**src/rtl/t_second_if.sv**
```systemverilog
// t_second_if -- bundles the control inputs and display outputs of the
// seconds stage.
//   master : the driver side (buttons, freeze switch, display consumer)
//   slave  : the seconds stage itself
//   control1    adjust button, active-low, already debounced
//   control0    adjust direction (1 = +1, 0 = -1)
//   disable_sec freeze automatic counting
//   equal60     wrap level to the minute stage
//   count_dis   seconds 0..59
//   blink       colon blink, high in the first half of each second
//   led2/led1   tens/units seven-segment patterns
interface t_second_if;
   logic       control1;
   logic       control0;
   logic       disable_sec;
   logic       equal60;
   logic [5:0] count_dis;
   logic       blink;
   logic [6:0] led2;
   logic [6:0] led1;

   modport master (
      output control1, control0, disable_sec,
      input  equal60, count_dis, blink, led2, led1
   );

   modport slave (
      input  control1, control0, disable_sec,
      output equal60, count_dis, blink, led2, led1
   );
endinterface

```
**src/rtl/t_second.sv**
```systemverilog
// t_second -- seconds stage of the digital clock.
// Divides clk50 down to a TICK_HZ strobe, counts seconds 0..59, raises
// equal60 for one full second after each automatic 59->0 wrap, supports
// single-step manual adjust and a freeze input, and drives two 7-segment
// digits plus a colon blink.
// Ports:
//   clk50  system clock
//   reset  synchronous reset, active-low
//   bus    t_second_if.slave (controls in, count/wrap/blink/segments out)
// DIV = CLK_HZ/TICK_HZ must be an even integer >= 4, and 2**PW > DIV.

// Splits a 0..59 value into BCD tens and units digits.
module separate (
   input  logic [5:0] i_val,
   output logic [3:0] o_tens,
   output logic [3:0] o_units
);
   assign o_tens  = 4'(i_val / 6'd10);
   assign o_units = 4'(i_val % 6'd10);
endmodule

// BCD digit to active-high segments {g,f,e,d,c,b,a}; blank when disabled
// or when the digit is not 0..9.
module led7_decoder (
   input  logic       i_en,
   input  logic [3:0] i_bcd,
   output logic [6:0] o_seg
);
   always_comb begin
      o_seg = 7'h00;
      if (i_en) begin
         case (i_bcd)
            4'd0:    o_seg = 7'h3F;
            4'd1:    o_seg = 7'h06;
            4'd2:    o_seg = 7'h5B;
            4'd3:    o_seg = 7'h4F;
            4'd4:    o_seg = 7'h66;
            4'd5:    o_seg = 7'h6D;
            4'd6:    o_seg = 7'h7D;
            4'd7:    o_seg = 7'h07;
            4'd8:    o_seg = 7'h7F;
            4'd9:    o_seg = 7'h6F;
            default: o_seg = 7'h00;
         endcase
      end
   end
endmodule

module t_second #(
   parameter int CLK_HZ  = 50000000,
   parameter int TICK_HZ = 1,
   parameter int PW      = 26
) (
   input  logic         clk50,
   input  logic         reset,
   t_second_if.slave    bus
);
   localparam int            DIV    = CLK_HZ / TICK_HZ;
   localparam logic [PW-1:0] LAST   = PW'(DIV - 1);
   localparam logic [PW-1:0] HALF   = PW'(DIV / 2);

   logic [PW-1:0] r_presc;
   logic [5:0]    r_count;
   logic          r_equal60;
   logic          r_blink;
   logic          r_latch;    // 1 = press already acted on, waiting for release

   logic          w_tick;
   logic          w_press;
   logic          w_release;
   logic [5:0]    w_step;
   logic [3:0]    w_tens;
   logic [3:0]    w_units;

   assign w_tick    = !bus.disable_sec && (r_presc == LAST);
   assign w_press   = !bus.control1 && !r_latch;
   assign w_release =  bus.control1 &&  r_latch;

   // Manual step value, wrapping in both directions within 0..59.
   always_comb begin
      w_step = r_count;
      if (bus.control0) w_step = (r_count == 6'd59) ? 6'd0  : r_count + 6'd1;
      else              w_step = (r_count == 6'd0)  ? 6'd59 : r_count - 6'd1;
   end

   always_ff @(posedge clk50) begin
      if (!reset) begin
         r_presc   <= '0;
         r_count   <= '0;
         r_equal60 <= 1'b0;
         r_blink   <= 1'b0;
         r_latch   <= 1'b0;
      end else begin
         // Held at 0 while frozen so the first tick after release is a
         // full period away.
         if (bus.disable_sec || r_presc == LAST) r_presc <= '0;
         else                                    r_presc <= r_presc + 1'b1;

         r_blink <= !bus.disable_sec && (r_presc < HALF);

         // Freezing drops the wrap level; ticks cannot fire while frozen,
         // so this never races with the set below.
         if (bus.disable_sec) r_equal60 <= 1'b0;

         // Button events own the cycle: a coincident tick is discarded.
         if (w_press) begin
            r_latch <= 1'b1;
            r_count <= w_step;
         end else if (w_release) begin
            r_latch <= 1'b0;
         end else if (w_tick) begin
            if (r_count == 6'd59) begin
               r_count   <= 6'd0;
               r_equal60 <= 1'b1;
            end else begin
               r_count   <= r_count + 6'd1;
               r_equal60 <= 1'b0;
            end
         end
      end
   end

   separate u_sep (
      .i_val   (r_count),
      .o_tens  (w_tens),
      .o_units (w_units)
   );

   led7_decoder u_dec_tens (
      .i_en  (1'b1),
      .i_bcd (w_tens),
      .o_seg (bus.led2)
   );

   led7_decoder u_dec_units (
      .i_en  (1'b1),
      .i_bcd (w_units),
      .o_seg (bus.led1)
   );

   assign bus.count_dis = r_count;
   assign bus.equal60   = r_equal60;
   assign bus.blink     = r_blink;
endmodule

```
**src/flat_wrapper.sv**
```systemverilog
// flat-port wrapper written by rule: the top's interface ports become plain ports
module t_second_flat 
#(
   parameter int CLK_HZ  = 50000000,
   parameter int TICK_HZ = 1,
   parameter int PW      = 26
)
  (clk50, reset, bus_control1, bus_control0, bus_disable_sec, bus_equal60, bus_count_dis, bus_blink, bus_led2, bus_led1);
  t_second_if bus_i ();
  input  logic clk50;
  input  logic reset;
  input wire logic [$bits(bus_i.control1)-1:0] bus_control1;
  input wire logic [$bits(bus_i.control0)-1:0] bus_control0;
  input wire logic [$bits(bus_i.disable_sec)-1:0] bus_disable_sec;
  output wire logic [$bits(bus_i.equal60)-1:0] bus_equal60;
  output wire logic [$bits(bus_i.count_dis)-1:0] bus_count_dis;
  output wire logic [$bits(bus_i.blink)-1:0] bus_blink;
  output wire logic [$bits(bus_i.led2)-1:0] bus_led2;
  output wire logic [$bits(bus_i.led1)-1:0] bus_led1;
  assign bus_i.control1 = bus_control1;
  assign bus_i.control0 = bus_control0;
  assign bus_i.disable_sec = bus_disable_sec;
  assign bus_equal60 = bus_i.equal60;
  assign bus_count_dis = bus_i.count_dis;
  assign bus_blink = bus_i.blink;
  assign bus_led2 = bus_i.led2;
  assign bus_led1 = bus_i.led1;
  t_second #(.CLK_HZ(CLK_HZ), .TICK_HZ(TICK_HZ), .PW(PW)) u_core (.clk50(clk50), .reset(reset), .bus(bus_i));
endmodule
```
**config.mk**
```make
export PLATFORM = sky130hd
export DESIGN_NAME = t_second_flat
export DESIGN_NICKNAME = d
export VERILOG_FILES = /design/src/rtl/t_second_if.sv /design/src/rtl/t_second.sv /design/src/flat_wrapper.sv
export SDC_FILE = /design/constraint.sdc
export NUM_CORES = 1
export LEC_CHECK = 0
export ABC_CLOCK_PERIOD_IN_PS = 8000
export CAP_MARGIN = 20
export CORE_MARGIN = 4
export CORE_UTILIZATION = 26
export DETAILED_ROUTE_END_ITERATION = 12
export SLEW_MARGIN = 15
export SYNTH_ARGS = -nofsm -noshare
export SYNTH_HDL_FRONTEND = slang
export SYNTH_SLANG_ARGS = --single-unit
```
**constraint.sdc**
```tcl
create_clock -name clk50 -period 8 [get_ports clk50]
set_input_delay 1.6 -clock clk50 [delete_from_list [all_inputs] [get_ports clk50]]
set_output_delay 1.6 -clock clk50 [all_outputs]
set_load 0.02 [all_outputs]
```
=== Yosys cells after proc, flatten, opt, wreduce, memory -nomap -nowiden ===
Memories as Yosys holds them, arrays and structs flattened.
Cells that the tools add are included.

* Register bits: 35
* Bits in latches: 0
* Bits in writable memories: 0
* Bits in read-only memories: 224
* Input bits: 5
* Output and inout port bits: 22
* Logic and storage cells: 43
* Memories: 2

* $add $sub $neg: 3
* $mul: 0
* Div/mod/pow operators: 2
* Order comparisons: 1
* Equal/unequal tests: 3
* Shifts and indexed selects: 0
* Multiplexer cells: 13
* Bitwise logic cells: 1
* Reductions and logical operators: 13

{| class="wikitable"
|+ Memory list
! memory !! words !! width !! rd ports !! clocked after Yosys merged registers in !! wr ports !! RTL line !! text
|-
| (name not given) || 16 || 7 || 1 || 0 || 0 || t_second.sv:32 || <nowiki>case (i_bcd)</nowiki>
|-
| (name not given) || 16 || 7 || 1 || 0 || 0 || t_second.sv:32 ||
|}

{| class="wikitable"
|+ Operators by type and width
! operator !! number
|-
| 6-bit 2-to-1 mux || 6
|-
| 26-bit by 1-bit adder with 26-bit output (second input constant) || 1
|-
| 26-bit == test (second input constant) || 1
|-
| 26-bit by 25-bit less-than comparator with 1-bit output (second input constant) || 1
|-
| 1-bit 2-to-1 mux || 7
|-
| 6-bit by 1-bit adder with 6-bit output (second input constant) || 1
|-
| 6-bit by 4-bit divider with 6-bit output (second input constant) || 1
|-
| 6-bit == test (second input constant) || 1
|-
| 6-bit logical NOT || 1
|-
| 6-bit by 4-bit remainder unit with 6-bit output (second input constant) || 1
|-
| 6-bit by 1-bit subtractor with 6-bit output (second input constant) || 1
|-
| 1-bit logical AND || 4
|-
| 2-bit nonzero test || 2
|-
| 1-bit logical NOT || 3
|-
| 2-bit by 1-bit != test with 1-bit output (second input constant) || 1
|-
| 2-bit AND reduction || 1
|-
| 2-bit OR reduction || 1
|-
| 1-bit logical OR || 1
|-
| 1-bit inverter || 1
|}

=== Longest topological paths before layout ===
* Depth in word-level cells: 5
* Depth in mapped cells: 12
* Mapped depth without buffers: 11

=== Hierarchy ===
Synthesis repeated with hierarchy kept, for this count alone.

* Cells, all modules: 343
* Area total of the unflattened synthesis: 2707.6 µm²

{| class="wikitable"
|+ Modules (own cells, without submodules)
! module !! instances !! cells each !! area an instance (µm²) !! seq. area each (µm²)
|-
| t_second || 1 || 228 || 1908.1 || 700.7
|-
| led7_decoder || 2 || 31 || 226.5 || 0.0
|-
| separate || 1 || 53 || 346.6 || 0.0
|}

=== Worst setup path after synthesis ===
No wires, ideal clock.

* Kind: flip-flop to output port
* Start: register u_core.r_count[4] (netlist: u_core.bus.count_dis[4])
* End: output port bus_led1[6]
* Data arrival time: 2971 ps
* Required time: 6400 ps
* Setup slack: 3429 ps
* Cell stages (with the launch flop): 12
* Path buffers: 1
* Path through: dfxtp_1 buf_2 inv_1 ha_1 a21o_1 a21oi_1 o22ai_1 ha_1 or3b_2 o21ai_2 xnor2_1 o21ai_0

* Word-level cells in the longest chain between the ends: 2

{| class="wikitable"
|+ Ends and longest elaborated chain
! what !! RTL line !! text
|-
| start, declared || t_second.sv:63 || <nowiki>logic [5:0] r_count;</nowiki>
|-
| start signal, assigned || t_second.sv:108 || <nowiki>r_count <= w_step;</nowiki>
|-
| start signal, assigned || t_second.sv:116 || <nowiki>r_count <= r_count + 6'd1;</nowiki>
|-
| 6-bit by 4-bit remainder unit with 6-bit output || t_second.sv:19 || <nowiki>assign o_units = 4'(i_val % 6'd10);</nowiki>
|-
| memory 16 x 7 bit || - ||
|-
| end, declared || flat_wrapper.sv:19 || <nowiki>output wire logic [$bits(bus_i.led1)-1:0] bus_led1;</nowiki>
|}

No other way between the ends.

=== Worst setup path after layout ===
* Start: register u_core.r_count[3] (netlist: u_core.bus.count_dis[3])
* End: output port bus_led1[0]

The elaborated chain is that of the path after synthesis.

==> impl_metrics.tcl <==
set metrics [dict create \
    cts.repair.resized 0 \
    grt_start_max_net_pins 25 \
    hold_path_class "flop to flop" \
    min_period_over_period 0.6807 \
    synth_simple_gate_area_frac 0.2743 \
    clk_path_buf_depth 2 \
    final_cells 436 \
    cts_tree "yes" \
    internal_power_w 0.0003774 \
    ys_types 54 \
    power_density_nw_per_um2 189.2 \
    clockPowerShare 0.347 \
    synth_top_area_frac 0.2971 \
    synth-compound-area-share 0.1687 \
    syn_nets 328 \
    synthesis.area_um2 2359 \
    postCtsSetupBuffers 0 \
    gp_congestion 0.8101 \
    slew_viol_final 0 \
    port_buffers 26 \
    wirelength_um 5037 \
    root_buffer "clkbuf_8" \
    switchingPower_w 0.0001625 \
    status "complete, no violations" \
    power_leakage_nw 1.059 \
    synth_mux_area_frac 0.01273 \
    dr.first_iter.drc_count 73 \
    synth_cells 302 \
    yosysTopAreaCell "dfxtp_1" \
    clock_sinks 35 \
    fillers 940 \
    rows 34 \
    finalNetCount 353 \
    sw_frac_of_total 0.3010 \
    via_count 2104 \
    tns_ps 0 \
    path_clk_slew_ps 70 \
    place_inst 428 \
    post-route-util 0.3257 \
    cp_data_arrival_time_ps 3850 \
    grt_util_met2 0.1638 \
    wl_per_cell_um 11.55 \
    cp_top_family "compound AO/OA/AOI/OAI gates" \
    die_h_um 103.2 \
    synthTopCellsByArea "dfxtp_1, ha_1, nor2_1, xor2_1, nand2_1" \
    synth_xor_area_frac 0.09655 \
    grt_pass1_wl_um 8818 \
    grt.total_usage 0.09978 \
    worst_path_max_delay_cell "dfxtp_1" \
    start_util 0.2691 \
    use_met1 0.1319 \
    critical_path_required_ps 6400 \
    grt_pass1_vias 1972 \
    tightest_slew_ps 685.7 \
    ys_seq_area_frac 0.2971 \
    layout-drive-gt1-share 0.04573 \
    cp_common_cell "ha_1" \
    placed_area_um2 2721 \
    cp_slowest_stage_delay_ps 630 \
    fmax_ghz 0.1836 \
    critPathKind "flop to output pin" \
    first_pass_iters 4 \
    synth_edf_count 0 \
    setup_violations 0 \
    vdd_ir_drop_max_mv 0.1154 \
    ys_async_sr_fraction 0 \
    synth_area_per_cell_um2 7.810 \
    synth_top_family_by_area "simple AND/OR/NAND/NOR gates" \
    drtAntennaViolNets 0 \
    antennaDiodeCount 0 \
    cp-start-kind "flop" \
    htreeDepth 2 \
    p_seq_frac 0.344 \
    yosys_most_used_dff "dfxtp_1" \
    cts_hold_buf 0 \
    yosys_register_bits 35 \
    core_area_um2 8763 \
    grt_antenna_before_repair 0 \
    finClkSkew_ps 5.095 \
    numCtsBuffers 5 \
    critPathCaptureType "output pin" \
    drc 0 \
    crit_buf_inv 2 \
    overflow 0 \
    combPwrFrac 0.309 \
    grt.busiest_layer "met2" \
    slew_headroom 0.5394 \
    die_area_um2 10660 \
    boundaryPins 27 \
    period_minus_slack_ps 5445 \
    insertion_delay_ps 280 \
    grt.met3_usage 0.02347 \
    rsz0062_at_grt "no" \
    worstPathMaxFanout 15 \
    crit_chain "inv_1 > ha_1 > a21o_1 > a21oi_1 > o22ai_1 > ha_1 > or3b_2 > o21ai_2 > or4_1 > o311a_1 > clkdlybuf4s50_1" \
    power_w 0.0005400 \
    dp_hpwl_um 3783 \
    hold_viol 0 \
    fin_area_um2 2854 \
    maxCapViolCount 0 \
    ys_warn_count 0 \
    area_growth_pct 21.01 \
    die_w_um 103.2 \
    synthAdderAreaFrac 0.1114 \
    avgViaCountPerCell 4.826 \
]
-- per-layer routing --
| layer | vias up | part of all wire |
|---|---|---|
| li1 | 1095 | - |
| met4 | 0 | 0.0075 |
| met1 | 965 | 0.49 |
| met3 | 5 | 0.033 |
| met2 | 39 | 0.47 |
| met5 | - | 0 |
-- path summary, 6_finish.rpt --
check,end,cells past startpoint,start,slack [ps]
setup / recovery,bus_led1[0],11,u_core.bus.count_dis[3]$_SDFFE_PN0P_,2550
hold / removal,u_core.r_presc[0]$_SDFF_PP0_,1,u_core.r_presc[0]$_SDFF_PP0_,450
setup reg to reg,u_core.bus.count_dis[5]$_SDFFE_PN0P_,6,u_core.r_presc[9]$_SDFF_PP0_,5500
hold reg to reg,u_core.r_presc[0]$_SDFF_PP0_,1,u_core.r_presc[0]$_SDFF_PP0_,450
-- synth_stat cells (all sizes together) (2+ instances only) --
cell type and n:
nor2 46, a21o 3, o21ai 17, o22ai 2, and3 9, nand2b 6
a21boi 5, o211ai 2, nand2 25, a21oi 15, nand4 4, dfxtp 35
nor3 6, or2 3, ha 21, nor2b 3, inv 15, buf 2
clkbuf 6, o21a 2, nor4 2, nand3 15, or4 3, mux2i 3
and2 2, xnor2 9, a31oi 2, or3 4, xor2 17
-- power groups by stage --
stage	Sequential [W]	Combinational [W]	Clock, W
final	0.000186	0.000167	0.000187
after global routing	0.000187	0.000184	0.000204
after CTS	0.000186	0.000168	0.000193
after detailed placement	0.000190	0.000167	0
after global placement	0.000190	0.000165	0
after floorplan	0.000189	0.000106	0
-- layout by cell type (no fill, tap or decap), types with 6 or more instances in the layout --
cell / count
xnor2_1: 9
nand2b_1: 6
o21ai_0: 15
dfxtp_1: 35
xor2_1: 17
a21oi_1: 15
and3_1: 9
nand3_1: 15
nand2_1: 25
clkdlybuf4s50_1: 26
nor2_1: 46
inv_1: 15
ha_1: 21
-- cell families after synthesis --
group | Yosys count
flops | 35
fa+ha+maj | 21
xor+xnor | 26
buf+inv | 24
compound gates | 61
simple gates | 132
mux | 3
-- through the flow --
stage	worst slack (ps)	hold slack, ps
after global placement	2964	429.2
final	2555	447.3
after global routing	2241	507.1
after floorplan	3429	417.5
after detailed placement	2860	437.8
after CTS	2543	448.3
-- flip-flops by register name (all words and copies together) (netlist names) --
name and cells:
u_core.bus.blink 1, u_core.r_latch 1, u_core.bus.count_dis 6, u_core.bus.equal60 1
u_core.r_presc 26
-- cell type report --
class | instances | area [um2] | share of cell area
Inverter | 16 | 60.06 | 0.02104
Clock inverter | 2 | 60.06 | 0.02104
Multi-Input combinational cell | 243 | 1565 | 0.5484
Sequential cell | 35 | 700.7 | 0.2455
Tap cell | 108 | 135.1 | 0.04735
Clock buffer | 6 | 72.57 | 0.02543
Timing Repair Buffer | 26 | 260.3 | 0.09119
(Power assumes the default switching activity.)
